File: config.mk
export PLATFORM = sky130hd
export DESIGN_NAME = cfa_window_ctrl
export DESIGN_NICKNAME = d
export VERILOG_FILES = /design/src/rtl/cfa_window_ctrl.sv
export SDC_FILE = /design/constraint.sdc
export NUM_CORES = 1
export LEC_CHECK = 0
export ABC_CLOCK_PERIOD_IN_PS = 5700
export CORE_ASPECT_RATIO = 1.2
export CORE_UTILIZATION = 40
export DETAILED_ROUTE_END_ITERATION = 10
export SLEW_MARGIN = 25
export SYNTH_ARGS = -nofsm -noshare
export SYNTH_HDL_FRONTEND = slang
export SYNTH_SLANG_ARGS = --single-unit
File: constraint.sdc
create_clock -name clk -period 5.7 [get_ports clk]
set_input_delay 1.425 -clock clk [delete_from_list [all_inputs] [get_ports clk]]
set_output_delay 1.425 -clock clk [all_outputs]
set_load 0.005 [all_outputs]
File: src/rtl/cfa_window_ctrl.sv
// cfa_window_ctrl: frame sequencer for a 3x3 Bayer demosaic window. It walks
// the raster, gates line-buffer shifts, and tags each complete window with its centre and CFA colour.
`default_nettype none

module cfa_window_ctrl #(
  parameter int         IMG_W = 640,
  parameter int         IMG_H = 480,
  parameter logic [1:0] BAYER = 2'b00
) (
  input  logic        clk,
  input  logic        rst,
  input  logic        start,
  input  logic        in_valid,
  output logic        in_ready,
  output logic        buf_en,
  output logic        buf_clr,
  input  logic        out_ready,
  output logic        out_valid,
  output logic [15:0] ctr_row,
  output logic [15:0] ctr_col,
  output logic [1:0]  bayer_phase,
  output logic        rb_interp,
  output logic        busy,
  output logic        frame_done
);

  localparam logic [15:0] LAST_COL = 16'(IMG_W - 1);
  localparam logic [15:0] LAST_ROW = 16'(IMG_H - 1);

  typedef enum logic [1:0] {
    IDLE  = 2'd0,
    CLEAR = 2'd1,
    RUN   = 2'd2,
    DONE  = 2'd3
  } state_t;

  state_t      state;
  logic [15:0] row;
  logic [15:0] col;

  logic        accept;
  logic        win_pix;
  logic        last_pix;
  logic [15:0] cen_row;
  logic [15:0] cen_col;
  logic [1:0]  cen_phase;

  // A held window blocks the buffer: shifting would overwrite its pixels.
  assign in_ready  = (state == RUN) & (~out_valid | out_ready);
  assign accept    = in_valid & in_ready;
  assign buf_en    = accept;

  assign win_pix   = (row >= 16'd2) && (col >= 16'd2);
  assign last_pix  = (row == LAST_ROW) && (col == LAST_COL);
  assign cen_row   = row - 16'd1;
  assign cen_col   = col - 16'd1;
  assign cen_phase = {cen_row[0], cen_col[0]} ^ BAYER;

  always_ff @(posedge clk) begin
    if (rst) begin
      state       <= IDLE;
      row         <= 16'd0;
      col         <= 16'd0;
      ctr_row     <= 16'd0;
      ctr_col     <= 16'd0;
      bayer_phase <= 2'd0;
      rb_interp   <= 1'b0;
      out_valid   <= 1'b0;
      buf_clr     <= 1'b0;
      busy        <= 1'b0;
      frame_done  <= 1'b0;
    end else begin
      buf_clr    <= 1'b0;
      frame_done <= 1'b0;

      case (state)
        IDLE: begin
          if (start) begin
            state   <= CLEAR;
            buf_clr <= 1'b1;
            busy    <= 1'b1;
          end
        end
        CLEAR: begin
          state <= RUN;
          row   <= 16'd0;
          col   <= 16'd0;
        end
        RUN: begin
          if (accept) begin
            if (col == LAST_COL) begin
              col <= 16'd0;
              row <= row + 16'd1;
            end else begin
              col <= col + 16'd1;
            end
            if (last_pix) begin
              state      <= DONE;
              busy       <= 1'b0;
              frame_done <= 1'b1;
            end
          end
        end
        DONE: begin
          state <= IDLE;
        end
        default: begin
          state <= IDLE;
        end
      endcase

      // The buffer has one cycle of latency, so the window centred one row
      // and one column behind the accepted pixel is complete next cycle.
      if (accept && win_pix) begin
        out_valid   <= 1'b1;
        ctr_row     <= cen_row;
        ctr_col     <= cen_col;
        bayer_phase <= cen_phase;
        rb_interp   <= (cen_phase == 2'd0) || (cen_phase == 2'd3);
      end else if (out_ready) begin
        out_valid <= 1'b0;
      end
    end
  end

endmodule

`default_nettype wire

==> flow_metrics.tcl <==
set metrics [dict create \
    cts_buffers 9 \
    critical_path_class "input pin to output port" \
    r2r-end "ctr_col[2]$_SDFFE_PP0P_" \
    synth_warnings 0 \
    grt_max_degree 66 \
    r2r_cells 7 \
    grt_pass1_wl_um 14600 \
    gr-total-overflow 0 \
    cpPeakStageDelay_ps 510 \
    dr.pass1.iters 4 \
    setup_violations 0 \
    dieWidth_um 91.5 \
    path_common_cell "clkdlybuf4s50_1" \
    max-slew-margin-rel_pct 28.3 \
    first_iter_violations 139 \
    post_cts_buffers 0 \
    synth-async-reset-ratio_pct 0 \
    outcome "complete, no violations" \
    skew_ps 8.69 \
    io-pin-count 46 \
    final_cell_mix "71 x dfxtp_1, 62 x nor2_1, 44 x clkdlybuf4s50_1, 29 x nand2_1, 25 x xnor2_1" \
    grtUsageTotal_pct 18.6 \
    worst-path-buf-inv 3 \
    gp_congestion 0.820 \
    syn_nets 451 \
    routed_wl_um 8710 \
    clock_sinks 71 \
    tns_ps 0 \
    ys_seq_area_share_pct 36.9 \
    antenna_cells 0 \
    die_area_mm2 0.0100 \
    rsz0062_at_grt "false" \
    area_delta_synth_final_pct 15.3 \
    path_max_fanout 9 \
    fmax_mhz 226 \
    routed_via_density 5.38 \
    cts_root_buf "clkbuf_8" \
    min_period_ps 4420 \
    synthFlopType "dfxtp_1" \
    synth_edf_count 0 \
    syn_avg_cell_area_um2 8.81 \
    min_path_type "flip-flop to flip-flop" \
    insertion_delay_ps 350 \
    endpoint_kind "output port" \
    drc 0 \
    slowest_stage "clkdlybuf4s50_1" \
    hold_depth 2 \
    synth_cell_types 59 \
    worstMarginPinSlew_ps 1070 \
    hold_path_end "state[1]$_SDFFE_PP0P_" \
    synth-seq-cells 71 \
    hold_viol_final 0 \
    slew_violations 0 \
    worstHoldStart "state[1]$_SDFFE_PP0P_" \
    cts_hold_buf 0 \
    final_core_util_pct 48.4 \
    rows 38 \
    fin_crit_sh_pct 77.6 \
    core_mm2 0.00918 \
    instances_no_fill 585 \
    start_kind "input pin" \
    finalPower_mw 1.27 \
    cts_max_level 3 \
    ant_nets 0 \
    layout_commonest_cell "dfxtp_1" \
    vias 3145 \
    drive_gt1_share_pct 11.0 \
    n_fill_cell 887 \
    clk_path_buf_depth 2 \
    grt_pass1_vias 3066 \
    power_density_mw_per_mm2 286 \
    power_leakage_nw 1.54 \
    dp_hpwl_um 6100 \
    portBuffers 45 \
    start_util_pct 41.9 \
    cap_viol_max_count 0 \
    r2r_slack_ps 3070 \
    synth_cells 437 \
    dpl.cell_count 569 \
    r2r-start "state[0]$_SDFFE_PP0P_" \
    critPathArrivalTime_ps 3000 \
    vdd_drop_max_mv 0.117 \
    antenna_found_initial 0 \
    worstPathRequired_ps 4280 \
    tritoncts "yes" \
    nets 474 \
    crit_path_cell_trace "clkdlybuf4s50_1 > nand2b_1 > nand3_1 > inv_1 > clkdlybuf4s50_1" \
    synth_area_mm2 0.00385 \
    cp_top_family "buffers and inverters" \
    die_h_um 109 \
    post_drt_wl_per_cell_um 14.9 \
    post_cts_resized 0 \
    cts.reportedPaths.clkPinSlew_ps 80 \
]
[how the worst max path moves through the flow]
stage / end / startpoint / cells after the start / slack (ps)
after floorplan: buf_en / out_ready / 3 / 2430
after global placement: buf_en / out_ready / 5 / 1300
after detailed placement: buf_en / out_ready / 5 / 1270
after CTS: buf_en / out_ready / 5 / 1260
after global routing: buf_en / out_ready / 5 / 1160
final: buf_en / out_ready / 5 / 1280
[worst min-delay path, stage by stage (launching register included)]
cell,delay [ps]
dfxtp_1,330
nand2_1,60
mux2i_1,60
[sequential cells by signal, indices dropped and copies added (netlist names)]
signal,flops
col,16
ctr_col,16
ctr_row,16
row,16
state,2
buf_clr,1
busy,1
frame_done,1
out_valid,1
rb_interp,1
[metrics by stage]
stage	setup WS [ps]	hold WS, ps	cell area (µm²)
detailed placement	1270	474	4240
finish	1280	496	4440
global placement	1300	463	4240
CTS	1260	498	4440
floorplan	2430	451	3850
global route	1160	533	4440
[synth_stat cells, types with 8 or more instances]
cell type / number / area, µm²
nand4_1: 8 / 50.1
dfxtp_1: 71 / 1420
xnor2_1: 25 / 219
a211oi_1: 17 / 128
buf_6: 8 / 90.1
a21oi_1: 17 / 85.1
nand3_1: 16 / 80.1
nor2_1: 62 / 233
ha_1: 9 / 113
o21ai_0: 10 / 50.1
clkbuf_1: 9 / 33.8
a211oi_2: 9 / 113
buf_2: 10 / 50.1
inv_1: 11 / 41.3
nand2_1: 29 / 109
nor4_1: 16 / 100
xor2_1: 17 / 149
[final cells by class]
class | count | area [µm²] | share of cell area (%)
inverter | 12 | 45.0 | 1.01
multi-input combinational | 320 | 2170 | 49.0
tap | 120 | 150 | 3.38
timing repair buffer | 46 | 453 | 10.2
clock buffer | 9 | 124 | 2.79
sequential | 71 | 1420 | 32.0
clock inverter | 7 | 71.3 | 1.61
[cells by family after synthesis]
kind of cell | synth area share (%)
AO/OA/AOI/OAI | 14.4
XOR/XNOR | 9.56
adder cells (fa/ha/maj) | 2.93
buffers and inverters | 6.89
flip-flops | 36.9
multiplexers | 0.780
AND/OR/NAND/NOR | 28.5
[report_power, final]
part	leakage [nW]	internal [mW]	switching, mW	total, mW
registers	0.573	0.511	0.0168	0.528
clock network	0.103	0.203	0.208	0.410
logic	0.868	0.117	0.214	0.332
[per-layer routing]
layer	vias to the layer above	GRT usage [%]	part of all wire, %
met5	-	0	0
met4	0	9.98	2.1
met3	15	2.56	2.6
met2	60	34.0	51
met1	1484	20.9	44
li1	1586	-	-
No activity file was read; power rests on OpenSTA's default activity.
